**config.mk**
```make
export PLATFORM = sky130hd
export DESIGN_NAME = mux_scan_n_to_1
export DESIGN_NICKNAME = d
export VERILOG_FILES = /design/src/rtl/mux_pkg.sv /design/src/rtl/mux_scan_n_to_1_rr_pick.sv /design/src/rtl/mux_scan_n_to_1.sv
export SDC_FILE = /design/constraint.sdc
export NUM_CORES = 1
export LEC_CHECK = 0
export CORE_UTILIZATION = 40
export CTS_CLUSTER_SIZE = 8
export DETAILED_ROUTE_END_ITERATION = 8
export PLACE_DENSITY = 0.73
export SETUP_SLACK_MARGIN = 0.4
export SYNTH_ARGS = -nofsm -noshare
export SYNTH_HDL_FRONTEND = slang
export SYNTH_SLANG_ARGS = --single-unit
export TNS_END_PERCENT = 20
```
**constraint.sdc**
```tcl
create_clock -name clk -period 2 [get_ports clk]
set_input_delay 0.4 -clock clk [delete_from_list [all_inputs] [get_ports clk]]
set_output_delay 0.4 -clock clk [all_outputs]
set_load 0.02 [all_outputs]
```
**src/rtl/mux_pkg.sv**
```systemverilog
// Shared types and helpers for the scanning N-to-1 multiplexer.
package mux_pkg;

    localparam logic MODE_MANUAL = 1'b0;
    localparam logic MODE_SCAN   = 1'b1;

    // Output register occupancy; the encoding doubles as out_valid.
    typedef enum logic {
        ST_EMPTY = 1'b0,
        ST_FULL  = 1'b1
    } state_e;

    function automatic int unsigned clog2(input int unsigned n);
        int unsigned r;
        int unsigned v;
        r = 0;
        v = 1;
        while (v < n) begin
            v = v << 1;
            r = r + 1;
        end
        return r;
    endfunction

endpackage

```
**src/rtl/mux_scan_n_to_1_rr_pick.sv**
```systemverilog
// Rotating-priority finder: first enabled channel at or after ptr, wrapping modulo N.
module rr_pick
    import mux_pkg::*;
#(
    parameter int unsigned N  = 4,
    parameter int unsigned SW = clog2(N)
) (
    input  logic [N-1:0]  ch_en,
    input  logic [SW-1:0] ptr,
    output logic [SW-1:0] pick,
    output logic          found
);

    always_comb begin
        int unsigned idx;
        pick  = '0;
        found = 1'b0;
        idx   = 0;
        for (int unsigned i = 0; i < N; i++) begin
            idx = 32'(ptr) + i;
            if (idx >= N) begin
                idx = idx - N;
            end
            if (!found && ch_en[idx]) begin
                pick  = SW'(idx);
                found = 1'b1;
            end
        end
    end

endmodule

```
**src/rtl/mux_scan_n_to_1.sv**
```systemverilog
// N-to-1 W-bit mux with manual/round-robin selection, registered output and valid/ready.
module mux_scan_n_to_1
    import mux_pkg::*;
#(
    parameter int unsigned N  = 4,
    parameter int unsigned W  = 1,
    parameter int unsigned SW = clog2(N)
) (
    input  logic           clk,
    input  logic           rst_n,
    input  logic [N*W-1:0] din,
    input  logic [SW-1:0]  sel,
    input  logic           mode,
    input  logic [N-1:0]   ch_en,
    input  logic           out_ready,
    output logic           out_valid,
    output logic [W-1:0]   dout,
    output logic [SW-1:0]  out_ch,
    output logic           sel_err
);

    state_e        state_q, state_d;
    logic [W-1:0]  dout_q, dout_d;
    logic [SW-1:0] out_ch_q, out_ch_d;
    logic [SW-1:0] ptr_q, ptr_d;
    logic          sel_err_q, sel_err_d;

    logic [SW-1:0] rr_pick_c;
    logic          rr_found_c;
    logic          sel_ok_c;
    logic          slot_c;
    logic [SW-1:0] pick_c;
    logic          pick_ok_c;
    logic [W-1:0]  pick_data_c;

    rr_pick #(
        .N  (N),
        .SW (SW)
    ) u_rr_pick (
        .ch_en (ch_en),
        .ptr   (ptr_q),
        .pick  (rr_pick_c),
        .found (rr_found_c)
    );

    assign sel_ok_c = (32'(sel) < N);
    assign slot_c   = (state_q == ST_EMPTY) || out_ready;

    // Candidate channel for this cycle, from either selection source.
    always_comb begin
        pick_c    = sel;
        pick_ok_c = sel_ok_c;
        if (mode == MODE_SCAN) begin
            pick_c    = rr_pick_c;
            pick_ok_c = rr_found_c;
        end
    end

    always_comb begin
        pick_data_c = '0;
        for (int unsigned k = 0; k < N; k++) begin
            if (pick_c == SW'(k)) begin
                pick_data_c = din[k*W +: W];
            end
        end
    end

    // A held sample is only replaced on a slot cycle; stalls freeze everything.
    always_comb begin
        state_d   = state_q;
        dout_d    = dout_q;
        out_ch_d  = out_ch_q;
        ptr_d     = ptr_q;
        sel_err_d = 1'b0;
        if (slot_c) begin
            if (pick_ok_c) begin
                state_d  = ST_FULL;
                dout_d   = pick_data_c;
                out_ch_d = pick_c;
                if (mode == MODE_SCAN) begin
                    ptr_d = (pick_c == SW'(N - 1)) ? '0 : pick_c + SW'(1);
                end
            end else begin
                state_d = ST_EMPTY;
                if (mode == MODE_MANUAL) begin
                    sel_err_d = 1'b1;
                end
            end
        end
    end

    always_ff @(posedge clk or negedge rst_n) begin
        if (!rst_n) begin
            state_q   <= ST_EMPTY;
            dout_q    <= '0;
            out_ch_q  <= '0;
            ptr_q     <= '0;
            sel_err_q <= 1'b0;
        end else begin
            state_q   <= state_d;
            dout_q    <= dout_d;
            out_ch_q  <= out_ch_d;
            ptr_q     <= ptr_d;
            sel_err_q <= sel_err_d;
        end
    end

    assign out_valid = (state_q == ST_FULL);
    assign dout      = dout_q;
    assign out_ch    = out_ch_q;
    assign sel_err   = sel_err_q;

endmodule

```
; After elaboration in Yosys (flattened, before gate mapping)
; Index checks and enable logic that the tools add are counted.
[op_classes]
n_addsub = 8
magnitude_cmp = 8
eq_ne = 3
n_mux = 31
bitwise_logic = 1
reduce_logical = 10
[ops]
columns = operator, count
row1 = "less-than comparator 32 x 3 -> 1 bit, second input constant", 4
row2 = 2-to-1 mux 32 bit, 4
row3 = "greater-or-equal comparator 32 x 3 -> 1 bit, second input constant", 3
row4 = "subtractor 32 x 3 -> 32 bit, second input constant", 3
row5 = 2-to-1 mux 1 bit, 17
row6 = 2-to-1 mux 2 bit, 6
row7 = binary-select mux 1 bit (select 2 bit), 4
row8 = "adder 2 x 2 -> 3 bit, second input constant", 2
row9 = "equality test 2 bit, second input constant", 2
row10 = "subtractor 2 x 3 -> 4 bit, second input constant", 1
row11 = "adder 2 x 1 -> 3 bit, second input constant", 1
row12 = "greater-or-equal comparator 2 x 3 -> 1 bit, second input constant", 1
row13 = logical AND 1 bit, 3
row14 = zero test 1 bit, 3
row15 = AND reduction 3 bit, 1
row16 = "adder 2 x 1 -> 2 bit, second input constant", 1
row17 = "equality test 2 x 1 -> 1 bit, second input constant", 1
row18 = zero test 2 bit, 1
row19 = AND reduction 2 bit, 1
row20 = logical OR 1 bit, 1
row21 = inverter 1 bit, 1
[totals]
reg_bits = 7

; Depth between registers and ports, before layout
; Gate-level depths: netlist of run 1.
[depth]
ltp_word = 20
mapped_depth = 12
mapped_depth_nobuf = 11

; Modules after synthesis
; Synthesis of run 1 repeated with hierarchy kept, for this count alone.
[hier_totals]
hier_cells = 48
area_unflattened_um2 = 469.2
[by_module_without_submodules]
columns = module, instances, cells_per_inst, area_each_um2, seq_area_each_um2
row1 = mux_scan_n_to_1, 1, 33, 391.6, 175.2
row2 = rr_pick, 1, 15, 77.6, 0.0

; Worst setup path after synthesis of run 1
; OpenSTA, ideal clock, no wires.
[synth_timing]
path_kind = register to register
startpoint = reg ptr_q[1]
endpoint = reg dout_q, in the netlist dout
setup_ns = 0.128
t_arrival_ns = 1.935
slack_ns = -0.062
stages_incl_launch_ff = 13
n_path_buf = 1
cell_sequence = dfrtp_1 -> buf_2 -> and4bb_1 -> o21ai_1 -> nand2_1 -> o2bb2ai_1 -> inv_1 -> ha_1 -> nand3b_1 -> a21oi_1 -> a21oi_1 -> o21ai_0 -> mux2_1
[synth_via]
elab_chain_cells = 20
[synth_lines]
columns = item, line
row1 = "start, declared", mux_scan_n_to_1.sv:25  ; logic [SW-1:0] ptr_q, ptr_d;
row2 = "start signal, assigned", mux_scan_n_to_1.sv:103  ; ptr_q <= ptr_d;
row3 = branches (longest 13 deep; another with subtractor 32 x 3 -> 32 bit), --
row4 = 2-to-1 mux 2 bit (*), mux_scan_n_to_1_rr_pick.sv:24  ; if (!found && ch_en[idx]) begin
row5 = 2-to-1 mux 2 bit (*), mux_scan_n_to_1.sv:53  ; if (mode == MODE_SCAN) begin
row6 = via pick_c[1], mux_scan_n_to_1.sv:32  ; logic [SW-1:0] pick_c;
row7 = zero test 2 bit, mux_scan_n_to_1.sv:62  ; if (pick_c == SW'(k)) begin
row8 = 2-to-1 mux 1 bit (3 in a row), mux_scan_n_to_1.sv:62
row9 = 2-to-1 mux 1 bit (*), mux_scan_n_to_1.sv:62
row10 = "end signal, assigned", mux_scan_n_to_1.sv:101  ; dout_q <= dout_d;
row11 = "end, declared", mux_scan_n_to_1.sv:23  ; logic [W-1:0] dout_q, dout_d;
; Mark *: on every way through the listed nets, which the timed path passes. The select of a mux whose other input is x is not followed.
; A chain may end at the register's enable or synchronous reset.

; Final worst setup path of run 1
[layout_timing]
startpoint = reg ptr_q[0]
endpoint = reg dout_q, in the netlist dout
; Same word-level chain as after synthesis.

==> results of run 1 <==
per-stage QoR:
| stage | total power, mW | setup slack [ps] | cells | instance area, sq um |
|---|---|---|---|---|
| 6_report | 0.9370 | -32.06 | 120 | 1039 |
| 5_1_grt | 0.9945 | -87.26 | 120 | 1039 |
| 4_1_cts | 0.8321 | -5.656 | 118 | 964.7 |
| 2_1_floorplan | 0.5135 | 22.46 | 67 | 629.4 |
| 3_3_place_gp | 0.6389 | -538.7 | 109 | 884.6 |
| 3_5_place_dp | 0.6523 | -588.3 | 109 | 884.6 |
routing by layer:
metal	track usage (%)	vias to the layer above	part of all wire, %
met5	0	-	0
met3	3.261	2	2.8
met1	25.66	307	48
met2	33.20	16	48
li1	-	317	-
met4	9.677	0	0.68
path summary, 6_finish.rpt:
check                      cells after the start         to     start  slack (ps)
max in group asynchronous                      1   ptr_q[0]     rst_n        1330
hold reg to reg                                1       dout      dout         510
setup / recovery                              11       dout  ptr_q[0]         -30
min in group clk                               1       dout      dout         510
setup reg to reg                              11       dout  ptr_q[0]         -30
hold / removal                                 1  out_ch[1]     rst_n         410
registers in the layout, indices dropped and copies added, names as in the netlist:
signal and flops:
dout 1, out_ch 2, out_valid 1, ptr_q 2, sel_err 1
report_power, final:
group	leakage (nW)	total [mW]	internal, mW	switching, mW
Combinational	0.397	0.571	0.328	0.242
Sequential	0.0769	0.243	0.186	0.0569
Clock	0.0150	0.123	0.0758	0.0473
Total	0.489	0.937	0.590	0.347
layout make-up:
type / count / share of cell area, %
Clock buffer: 4 / 2.530
Inverter: 3 / 1.084
Multi-Input combinational cell: 54 / 46.63
Sequential cell: 7 / 17.11
Tap cell: 15 / 1.807
Timing Repair Buffer: 37 / 30.84
critical path, delay by kind of cell, from the launching register on:
family,cells,cell delay (ps)
simple gates,3,380
mux,1,250
flops,1,470
compound gates,5,550
fa+ha+maj,1,180
buf+inv,1,80
placed cells by master, fill, tap and decap left out, drive strengths merged:
master and n:
buf 19, clkdlybuf4s50 9, dfrtp 7, nand2 6, clkbuf 6, dlygate4sd2 4
nand2b 4, a21oi 4, nor2 4, o21ai 4, ha 4, inv 3
nand3b 3, a21o 3, nor3 3, mux2 3, nand3 2, a2bb2oi 2
clkdlybuf4s15 2, a32oi 1, nor4bb 1, and4bb 1, o2bb2ai 1, or4 1
and3b 1, mux4 1, a311oi 1, nor2b 1, and3 1, o22ai 1
dlymetal6s2s 1, conb 1
cells by family after synthesis:
| logic type | Yosys count | share of synthesized area (%) |
|---|---|---|
| and+or+nand+nor | 28 | 27.90 |
| buffers and inverters | 6 | 6.312 |
| other | 1 | 0.6104 |
| AOI/OAI and AO/OA | 17 | 19.35 |
| adders and majority gates | 4 | 8.147 |
| DFF | 7 | 28.51 |
| muxes | 4 | 9.164 |
repair_timing:
item,4_1_cts,5_1_grt
resized for setup,20,19
endpoints found under the hold margin,0,0
endpoints found under the setup margin,9,7
setup buffers,5,2
pin swaps,6,12
==> results.yml, run 1 <==
floorplanning:
  io_pins: 19
  die_h_microns: 41.19
  die_area_sq_mm: 0.001697
  core_sq_mm: 0.001366
  initial_core_util_pct: 44.96
  fp.dieW_microns: 41.19
  rows: 13
status:
  violations: "negative setup slack"
  status: "complete, but fails checks"
worst_setup_path:
  worstPathCellList: "and4bb_1 > o21ai_1 > nand2_1 > o2bb2ai_2 > inv_1 > ha_2 > nand2_1 > a21oi_1 > a21oi_1 > o21ai_1 > mux2_4"
  arrival_ps: 2160
  slowest_stage: "dfrtp_2"
  end_kind: "flip-flop"
  max_stage_delay_ps: 470
  critPathRequiredTime_ps: 2130
  cp_max_fo: 8
  cp-start-kind: "flip-flop"
  critPathKind: "reg2reg"
place:
  numPortBuffers: 18
  hpwl_mm: 1.120
  gp_congestion: 0.8176
synthesis:
  ys_async_sr_fraction_pct: 100.0
  synthTopCellsByCount: "dfrtp_1, nand2_1, a21oi_1, ha_1, nor2_1"
  syn_nets: 85
  synth_edf_count: 0
  netlist.area_leader.share_pct: 28.51
  yosysSeqAreaShare_pct: 28.51
  syn_avg_cell_area_sq_um: 9.169
  yosysWarningCount: 0
  synth_cell_types: 30
  netlist_area_sq_um: 614.3
  ys_top_cells_by_area: "dfrtp_1, ha_1, mux2_1"
  synth.most_common_cell: "dfrtp_1"
  postSynthCellCount: 67
  synth_ff_type: "dfrtp_1"
  ys_seq_elements: 7
  yosysTopAreaCell: "dfrtp_1"
global_route:
  overflow: 0
  grt_max_degree: 10
  grt_pass1_wl_mm: 2.221
  track_usage_pct: 20.29
  antenna_found_initial: 0
  grt_pass1_vias: 524
clocking:
  ctsHoldBuffers: 0
  cts.path.max_buffers: 2
  clkSinkCount: 7
  cts_tree: "done"
  path_clk_slew_ps: 50
  htreeDepth: 1
  cts-buffers-inserted: 3
  root_buffer: "clkbuf_4"
  clkLatencyLatePin_ps: 240
power:
  ir_worst_vdd_v: 0.0007727
  powerDensity_mw_per_mm2: 902.2
  p_leak_nw: 0.4889
finish:
  seq_area_sq_um: 177.7
  nets: 124
  drive_gt1_share_pct: 44.76
  diodes: 0
  synthToLayoutAreaGrowth_pct: 69.04
  fin_util_pct: 76.01
  multi_input_area_sq_um: 484.2
  fillCellCount: 99
detailed_routing:
  drtAntennaViolNets: 0
  totalWireLength_mm: 1.767
  routed_via_density: 5.350
  dr.pass1.iters: 4
  drt_iter0_drc: 14
  num_vias: 642
  wl_per_cell_microns: 14.73
  remaining_drc_errors: 0
job:
  cap_violations: 0
timing:
  fin_ws_ps: -32.06
  grt_setup_unrepaired: "true"
  period_minus_slack_ps: 2032
  hold_viol: 0
  hold_ws_ps: 412.9
  drv_slew: 0
  finalClockSkew_ps: 0.9601
  finalSetupViolations: 3
  fmax_mhz: 492.1
  min_period_over_period_pct: 101.6
  fin_tns_setup_ps: -48.53
worst_hold_path:
  worst_hold_path_type: "in2async"
No activity file was read; power rests on OpenSTA's default activity.
==> run 2: changes to the inputs <==
--- a/config.mk
+++ b/config.mk
@@ -5,8 +5,9 @@
 export SDC_FILE = /design/constraint.sdc
 export NUM_CORES = 1
 export LEC_CHECK = 0
+export CORE_MARGIN = 2
 export CORE_UTILIZATION = 40
-export CTS_CLUSTER_SIZE = 8
+export CTS_CLUSTER_SIZE = 10
 export DETAILED_ROUTE_END_ITERATION = 8
 export PLACE_DENSITY = 0.73
 export SETUP_SLACK_MARGIN = 0.4
==> run 2 against run 1 <==
Net effect:
- clock-buffer cell count decreased by 1
- core utilization decreased by 4.2 points
- first-iteration DRC count increased by 36%
- non-clock buffer count increased by 2
- highest routed layer is now met3
- register-to-register slack improved by 30 ps
- worst hold slack got worse by 9.5 ps
- the flow still finishes with violations (negative setup slack)
- final cell count increased by 2.5%
- cell area increased by 1.8%
- via count increased by 0.62%
==> results.yml, run 2 (synthesis gave the netlist of run 1 again) <==
clocking:
  clkSinkCount: 7
  root_buffer: "clkbuf_4"
  ctsHoldBuffers: 0
  cts_tree: "done"
  path_clk_slew_ps: 60
  clkLatencyLatePin_ps: 260
  cts.path.max_buffers: 2
  htreeDepth: 1
  cts-buffers-inserted: 3
global_route:
  overflow: 0
  antenna_found_initial: 0
  busiest_layer: "met2"
  use_met1_pct: 28.35
  grt_pass1_vias: 644
  grt_pass1_wl_mm: 2.835
  grt.met3_usage_pct: 3.830
  met2_usage_pct: 29.85
  track_usage_pct: 19.98
  grt_max_degree: 9
finish:
  fillCellCount: 99
  final_common_cell: "buf_4"
  diodes: 0
  synthToLayoutAreaGrowth_pct: 72.10
  fin_area_sq_mm: 0.001057
  nets: 126
  layout_common_cells: "buf_4, clkdlybuf4s50_1, nand2_1"
  drive_gt1_share_pct: 43.93
timing:
  min_period_over_period_pct: 100.0
  fmax_mhz: 499.9
  period_minus_slack_ps: 2001
  fin_ws_ps: -0.5400
  hold_ws_ps: 403.4
  finalSetupViolations: 1
  drv_slew: 0
  grt_setup_unrepaired: "true"
  finalClockSkew_ps: 8.178
  hold_viol: 0
power:
  p_leak_nw: 0.5115
  ir_worst_vdd_v: 0.0004927
  powerDensity_mw_per_mm2: 871.3
  power_mw: 0.9212
place:
  postPlaceCellArea_sq_um: 900.9
  numPortBuffers: 18
  gp_congestion: 0.7384
  hpwl_mm: 1.101
  dp_slack_ps: -573.7
worst_setup_path:
  r2r-end: "ptr_q[1]"
  cp_max_fo: 6
  critPathKind: "reg2reg"
  cp-start-kind: "flip-flop"
  critPathRequiredTime_ps: 2150
  reg2reg_slack_ps: -0.5
  r2r-start: "ptr_q[1]"
  arrival_ps: 2150
  end_kind: "flip-flop"
  r2r_cells: 8
worst_hold_path:
  worst_hold_path_type: "in2async"
detailed_routing:
  totalWireLength_mm: 1.710
  routed_via_density: 5.252
  wl_per_cell_microns: 13.90
  dr.pass1.iters: 4
  drtAntennaViolNets: 0
  drt_iter0_drc: 19
  num_vias: 646
  remaining_drc_errors: 0
floorplanning:
  rows: 14
  initial_core_util_pct: 41.75
  core_sq_mm: 0.001471
  die_area_sq_mm: 0.001865
  die_h_microns: 43.19
  io_pins: 19
  fp.dieW_microns: 43.19
status:
  violations: "negative setup slack"
  status: "complete, but fails checks"
job:
  cap_violations: 0
[run 2: repair_timing]
| action | CTS | global route |
|---|---|---|
| buffers inserted | 7 | 0 |
| gates resized for setup | 21 | 17 |
| setup endpoints to repair | 10 | 11 |
| gates cloned | 0 | 0 |
| pin swaps | 12 | 5 |
[run 2: critical path, cell delays in order (launching register included)]
cell and delay [ps]:
dfrtp_2 450, nand2b_1 170, a21o_1 210, nand3_2 100, nor2_4 50, a21o_1 200
buf_4 140, ha_1 280, mux2_1 290
[run 2: area by class of cell]
class                      count  area [sq um]  area share, %
sequential                     7         177.7          16.80
timing repair buffer          39         351.6          33.25
tap                           16         20.02          1.893
inverter                       3         11.26          1.065
multi-input combinational     54         469.2          44.38
clock buffer                   3         22.52          2.130
clock inverter                 1         5.005         0.4734
[run 2: layer usage]
metal	part of all wire, %	wire (microns)
met1	45	767
met2	50	855
met3	5.1	88
met4	0	0
met5	0	0
[run 2: worst max path at each step]
stage	from	endpoint	depth (start not counted)
5_1_grt	ptr_q[1]	dout	11
3_5_place_dp	ch_en[2]	dout	12
4_1_cts	ptr_q[1]	dout	11
6_report	ptr_q[1]	ptr_q[1]	8
2_1_floorplan	ptr_q[1]	dout	12
3_3_place_gp	ch_en[3]	dout	12
[run 2: per-stage QoR]
stage	util (%)	instances	TNS, ps
2_1_floorplan	-	67	0
3_3_place_gp	61.22	112	-2650
3_5_place_dp	61.22	112	-2877
4_1_cts	67.77	123	0
5_1_grt	71.85	123	-332.8
6_report	71.85	123	-0.5400
[run 2: power by group]
| part | internal [mW] | switching (mW) | total (mW) |
|---|---|---|---|
| clock network | 0.0737 | 0.0639 | 0.138 |
| logic | 0.313 | 0.238 | 0.551 |
| registers | 0.186 | 0.0467 | 0.233 |
